File: src/rtl/rat_pkg.sv
// Shared types and constants for the RAT fetch path: FSM states, next-address selects, vectors.
// Pure declarations; no latency; no flow control.
package rat_pkg;

  localparam int ADDR_W = 10;
  localparam logic [ADDR_W-1:0] RST_VEC  = 10'h000;
  localparam logic [ADDR_W-1:0] INTR_VEC = 10'h3FF;

  typedef enum logic [1:0] {
    ST_INIT,
    ST_FETCH,
    ST_EXEC,
    ST_INTR
  } fetch_st_t;

  typedef enum logic [1:0] {
    NA_INC,
    NA_BR,
    NA_RET
  } na_sel_t;

  // A return outranks a simultaneous branch.
  function automatic na_sel_t na_select(input logic ret_take, input logic br_take);
    na_sel_t sel;
    sel = NA_INC;
    if (ret_take)     sel = NA_RET;
    else if (br_take) sel = NA_BR;
    return sel;
  endfunction

endpackage

File: src/rtl/pc_next_mux.sv
// Priority select of the next fetch address (return, branch, sequential) plus the PC_CUR+1 value.
// Purely combinational, zero latency; no flow control.
module pc_next_mux #(
  parameter int ADDR_W = 10
) (
  input  logic [ADDR_W-1:0] pc_cur,
  input  logic              br_take,
  input  logic [ADDR_W-1:0] br_addr,
  input  logic              ret_take,
  input  logic [ADDR_W-1:0] ret_addr,
  output logic [ADDR_W-1:0] inc,
  output logic [ADDR_W-1:0] nxt
);
  import rat_pkg::*;

  na_sel_t sel;

  // Wraps at the top of the ROM; the carry is simply dropped.
  assign inc = pc_cur + {{(ADDR_W-1){1'b0}}, 1'b1};
  assign sel = na_select(ret_take, br_take);

  always_comb begin
    nxt = inc;
    case (sel)
      NA_RET:  nxt = ret_addr;
      NA_BR:   nxt = br_addr;
      default: nxt = inc;
    endcase
  end

endmodule

File: src/rtl/pc_fetch_ctrl.sv
// Program counter and fetch sequencer in front of the 1-cycle registered program ROM.
// Two cycles per instruction, +1 on interrupt entry; STALL holds the instruction in EXEC.
module pc_fetch_ctrl #(
  parameter int                ADDR_W   = rat_pkg::ADDR_W,
  parameter logic [ADDR_W-1:0] RST_VEC  = rat_pkg::RST_VEC,
  parameter logic [ADDR_W-1:0] INTR_VEC = rat_pkg::INTR_VEC
) (
  input  logic              CLK,
  input  logic              RST,
  input  logic              STALL,
  input  logic              BR_TAKE,
  input  logic [ADDR_W-1:0] BR_ADDR,
  input  logic              RET_TAKE,
  input  logic [ADDR_W-1:0] RET_ADDR,
  input  logic              INTR_REQ,
  input  logic              INTR_EN,
  output logic [ADDR_W-1:0] ADDR,
  output logic [ADDR_W-1:0] PC_CUR,
  output logic [ADDR_W-1:0] SAVE_ADDR,
  output logic              IR_VALID,
  output logic              INTR_ACK
);
  import rat_pkg::*;

  fetch_st_t         state, state_nxt;
  logic [ADDR_W-1:0] pc, pc_nxt, cur_nxt, save_nxt;
  logic [ADDR_W-1:0] inc, nxt;
  logic              irv_nxt;

  pc_next_mux #(.ADDR_W(ADDR_W)) u_next (
    .pc_cur   (PC_CUR),
    .br_take  (BR_TAKE),
    .br_addr  (BR_ADDR),
    .ret_take (RET_TAKE),
    .ret_addr (RET_ADDR),
    .inc      (inc),
    .nxt      (nxt)
  );

  always_ff @(posedge CLK or posedge RST) begin
    if (RST) begin
      state     <= ST_INIT;
      pc        <= RST_VEC;
      PC_CUR    <= RST_VEC;
      SAVE_ADDR <= '0;
      IR_VALID  <= 1'b0;
    end else begin
      state     <= state_nxt;
      pc        <= pc_nxt;
      PC_CUR    <= cur_nxt;
      SAVE_ADDR <= save_nxt;
      IR_VALID  <= irv_nxt;
    end
  end

  always_comb begin
    state_nxt = state;
    pc_nxt    = pc;
    cur_nxt   = PC_CUR;
    save_nxt  = SAVE_ADDR;
    irv_nxt   = IR_VALID;
    case (state)
      ST_INIT: state_nxt = ST_FETCH;
      ST_FETCH: begin
        state_nxt = ST_EXEC;
        cur_nxt   = pc;
        irv_nxt   = 1'b1;
      end
      ST_EXEC: begin
        if (!STALL) begin
          irv_nxt = 1'b0;
          // On interrupt the redirect target is parked in SAVE_ADDR; pc is replaced next cycle.
          if (INTR_REQ && INTR_EN) begin
            save_nxt  = nxt;
            state_nxt = ST_INTR;
          end else begin
            pc_nxt    = nxt;
            save_nxt  = inc;
            state_nxt = ST_FETCH;
          end
        end
      end
      ST_INTR: begin
        pc_nxt    = INTR_VEC;
        state_nxt = ST_FETCH;
      end
      default: state_nxt = ST_INIT;
    endcase
  end

  assign ADDR     = pc;
  assign INTR_ACK = (state == ST_INTR);

endmodule

File: config.mk
export PLATFORM = sky130hd
export DESIGN_NAME = pc_fetch_ctrl
export DESIGN_NICKNAME = d
export VERILOG_FILES = /design/src/rtl/rat_pkg.sv /design/src/rtl/pc_next_mux.sv /design/src/rtl/pc_fetch_ctrl.sv
export SDC_FILE = /design/constraint.sdc
export NUM_CORES = 1
export LEC_CHECK = 0
export BUFFER_PORTS_ARGS = -buffer_cell sky130_fd_sc_hd__buf_2
export CAP_MARGIN = 20
export CORE_ASPECT_RATIO = 1.5
export CORE_MARGIN = 2
export CORE_UTILIZATION = 50
export CTS_CLUSTER_SIZE = 40
export DETAILED_ROUTE_END_ITERATION = 16
export HOLD_SLACK_MARGIN = 0.12
export PLACE_DENSITY = 0.79
export SYNTH_ARGS = -nofsm -noshare
export SYNTH_HDL_FRONTEND = slang
export SYNTH_HIERARCHICAL = 1
export SYNTH_SLANG_ARGS = --single-unit
File: constraint.sdc
create_clock -name CLK -period 2.3 [get_ports CLK]
set_clock_uncertainty 0.15 [all_clocks]
set_input_delay 0.46 -clock CLK [delete_from_list [all_inputs] [get_ports CLK]]
set_output_delay 0.46 -clock CLK [all_outputs]
set_load 0.02 [all_outputs]
==> results.md <==
Run status:
- The flow ran to the end, and the final reports show no timing, DRC or antenna violations.

Worst setup path:
- The critical path capture point is SAVE_ADDR[6]$_DFFE_PP0P_.
- Along the worst path, the maximum fanout reaches 6.
- STA classifies the critical path startpoint as a flop.
- The worst setup path is captured at a flop.
- Tracing the worst setup path back leads to its startpoint at PC_CUR[0]$_DFFE_PP0P_.
- The worst-path cell with the longest stage delay is dfrtp_1.
- The largest single stage delay on the critical path is 420 ps.
- The register-to-register setup slack is 410 ps.
- The worst register-to-register path has a depth of 7.
- The endpoint of the worst-slack reg-to-reg timing path is SAVE_ADDR[6]$_DFFE_PP0P_.
- Among the stages of the critical path, the cell type that occurs most often is nand2_1.
- Traced cell by cell, the critical path runs through ha_1, nand2_1, nor3_1, o31ai_1, o21ai_0, nand2_1, a31oi_1.
- The reg-to-reg critical path startpoint is PC_CUR[0]$_DFFE_PP0P_.
- The arrival time at the worst endpoint is 1950 ps.
- For the worst setup path, the data required time is 2360 ps.
- The critical path start-end classification is reg2reg.

STA:
- Setup total negative slack on the finished layout was measured at 0 ps.
- The worst path meets setup with 413 ps of slack.
- Setup violations remaining at the end of the flow were counted as 0.
- Setup repair after global routing left no endpoint under its margin.
- Timing would allow up to 530 MHz.
- The number of pins exceeding their max-slew limit in the final report is 0.
- Hold is met by 274 ps.
- The worst path needs 1890 ps of the cycle, external delays included.
- The hold violation count in the final report is 0.
- Measured against its own limit, the worst slew margin works out to 52.5%.
- At the pin with the least slew margin, the transition time is 712 ps.
- After layout, the worst path uses 82.1% of the clock period.

Routing:
- The count of nets left with antenna violations once routing finished came out at 0.
- The vias per cell is 5.65.
- The pre-antenna-repair detailed-routing pass consisted of 4 iterations.
- After detailed routing, the average wire length per cell comes to 15.2 um.
- The overall via count from detail_route is 1673.
- For this block, the initial DRC count from the detailed router was 32.
- The sum of routed wire length over all layers is 4.49 mm.
- In the routed design, unresolved DRC markers number 0.

Floorplanning:
- The total number of placement rows is 26.
- The die is 77.3 um tall.
- The x dimension of the die is 52.9 um.
- The initial core utilization is 52.5%.
- The die area is 4090 um^2.
- The core outline area is 3420 um^2.
- During I/O placement, the number of pins put on the boundary was 59.

Yosys:
- The post-synthesis xor/xnor area fraction is 3.35%.
- The post-synth net total is 224.
- The share of cell area taken by muxes after synthesis is 9.15%.
- The synthesized netlist contains 32 unique library cells.
- Summing the areas of all fa, ha and maj instances in the mapped netlist gives 0.698% of the synthesized area.
- The complex-gate fraction of the synthesized area is 13.6%.
- A synthesized cell averages 9.14 um^2.
- Summing every instance area after synthesis gives 1790 um^2.
- After Yosys synthesis, and, or, nand and nor cells account for 22.8% of the synthesized area.
- The combinational family with the most area after synthesis is simple AND/OR/NAND/NOR gates.
- The instance count of the mapped netlist is 196.
- The sequential cell area fraction in the yosys report is 46.1%.
- Synthesis inferred 33 register bits.
- Yosys printed 6 warnings.

Global route:
- In the global route stage, overall resource usage came out at 24.0%.
- The first global-routing pass estimated 7.23 mm of wire.
- The initial antenna violation count was 0.
- For this run the aggregate overflow at the end of global routing stands at 0.
- The number of global-route vias before repair is 1565.
- The pin count of the biggest net entering global routing is 34.

Finish:
- The number of non-filler instances in the completed layout is 296.
- The number of nets at the end of the flow is 281.
- Compared with the post-synthesis result, the final layout area differs by 24.9%.
- The area of the multi-input gates is 890 um^2.
- The final-layout fill cell count is 318.
- The antenna diode instance count is 0.
- The share of final-layout standard cells stronger than drive strength 1 is 34.3%.
- The final non-filler cell area is 2240 um^2.
- Across the whole layout, storage elements account for 826 um^2.

Pwr:
- Across the VDD grid, the largest voltage drop is 0.000919 V.
- The proportion of power drawn by the clock network is 17.4%.
- In this run, the combinational gates consume 50.2% of the power.
- In this run the power density over the cells is 1460 nW/um^2.
- The share of total power dissipated in sequential elements is 32.5%.
- The cell leakage power is 1.01 nW.
- In this run the power spent charging and discharging nets is 1.42 mW.
- The fraction of power spent switching nets is 43.5%.
- Cell internal power was estimated by the tool at 1.85 mW.

Clock network:
- After clock tree synthesis, the clock-pin slew on the worst setup and hold paths is 70 ps.
- The clock tree from TritonCTS is yes.
- The number of CTS-inserted buffers is 5.
- The master cell of the clock root buffer is clkbuf_8.
- CTS saw 33 sinks.
- The H-tree generated during clock tree synthesis spans 2 levels.
- The insertion delay to the later sink of the worst-skew pair is 290 ps.
- The clock passes through at most 2 buffers.

Placement:
- The placement-stage cell area is 2110 um^2.
- The count of input and output buffers is 58.
- Once detailed placement completed, the half-perimeter wirelength came to 3.13 mm.
- The worst slack at placement is 473 ps.
- After detailed placement, the design holds a cell count of 287.
- At the end of routability-driven placement, the weighted congestion stood at 0.831.

Worst hold path:
- The path type of the worst min-delay path is in2reg.
- The startpoint identified for the worst hold timing path is STALL.

Flow run:
- The max-cap violation count is 0.
[worst max-delay path, delay by kind of cell (launching register included)]
kind / cells / cell delay [ps]
simple gates: 3 / 470
fa+ha+maj: 1 / 230
compound gates: 3 / 540
flops: 1 / 420
[synthesized netlist by cell type]
master / n / area share (%)
mux2i_1: 4 / 2.2
o21ai_0: 17 / 4.7
mux2_2: 10 / 6.3
a22o_1: 3 / 1.5
nand4_2: 1 / 0.70
nor2_1: 12 / 2.5
nor4_4: 1 / 1.2
xnor2_1: 4 / 2.0
xor2_2: 1 / 0.91
or2_2: 2 / 0.70
a21oi_1: 1 / 0.28
nand2_1: 31 / 6.5
a21o_1: 4 / 1.7
a31oi_1: 10 / 3.5
o21ai_1: 1 / 0.28
nand2b_1: 4 / 1.4
clkbuf_1: 8 / 1.7
nor2b_1: 3 / 1.0
dfrtp_1: 33 / 46
ha_1: 1 / 0.70
buf_2: 4 / 1.1
nand3_1: 23 / 6.4
buf_4: 1 / 0.42
nor3b_2: 1 / 0.70
nor3_1: 3 / 0.84
nor2b_2: 1 / 0.49
and2_1: 1 / 0.35
o31ai_1: 2 / 0.84
mux2_1: 1 / 0.63
inv_1: 5 / 1.0
o21a_1: 2 / 0.84
xor2_1: 1 / 0.49
[cells in the final DEF, fill, tap and decap left out, types with 4 or more instances in the layout]
cell and instances:
inv_1 5, buf_2 58, nor2_1 12, buf_4 4
clkbuf_8 6, dfrtp_1 33, a21o_1 4, nand2b_1 4
mux2i_1 4, o21ai_0 17, mux2_2 10, nand3_1 23
nand2_1 31, xnor2_1 4, a31oi_1 10
[state kept, by name, summed over array words and instances, names as in the netlist]
signal,cells
IR_VALID,1
SAVE_ADDR,10
state,2
ADDR,10
PC_CUR,10
[cell type report]
type | instances | share of cell area, %
clock buffer | 6 | 3.69
clock inverter | 2 | 1.68
inverter | 5 | 0.839
multi-input combinational | 145 | 39.8
sequential | 33 | 36.9
tap | 42 | 2.35
timing repair buffer | 63 | 14.8
[metrics by stage]
| stage | util [%] | power [mW] |
|---|---|---|
| 6_report | 65.5 | 3.27 |
| 5_1_grt | 65.5 | 3.49 |
| 4_1_cts | 65.5 | 3.29 |
| 3_5_place_dp | 61.7 | 2.70 |
| 2_1_floorplan | - | 2.22 |
| 3_3_place_gp | 61.7 | 2.66 |
[cells by family after synthesis]
kind of cell / count (synthesis)
DFF: 33
xor gates and xnor gates: 6
AOI/OAI and AO/OA: 40
adders and majority gates: 1
and+or+nand+nor: 83
muxes: 15
buffers and inverters: 18
[metal layers]
layer	track usage [%]	vias up	share of wire, %
met5	0	-	0
met4	10.5	0	2.5
met3	4.86	13	6.0
met2	37.8	70	50
met1	31.2	798	42
li1	-	792	-
[timing repair]
action,in CTS,in global routing
buffers inserted,0,0
hold buffers,1,0
hold endpoints to repair,33,0
resized for setup,0,0
[power by group through the flow]
stage	Combinational (mW)	Clock [mW]	Sequential (mW)
2_1_floorplan	0.885	0	1.34
3_3_place_gp	1.60	0	1.06
3_5_place_dp	1.63	0	1.07
4_1_cts	1.65	0.583	1.06
5_1_grt	1.79	0.602	1.10
6_report	1.64	0.569	1.06
[worst min-delay path by stage]
stage,to,cells after the start
4_1_cts,state[0]$_DFFE_PP0P_,2
3_3_place_gp,IR_VALID$_DFFE_PP0P_,1
3_5_place_dp,IR_VALID$_DFFE_PP0P_,1
5_1_grt,state[0]$_DFFE_PP0P_,2
2_1_floorplan,ADDR[8]$_DFFE_PP0P_,2
6_report,state[0]$_DFFE_PP0P_,2
No activity file was read; power rests on OpenSTA's default activity.
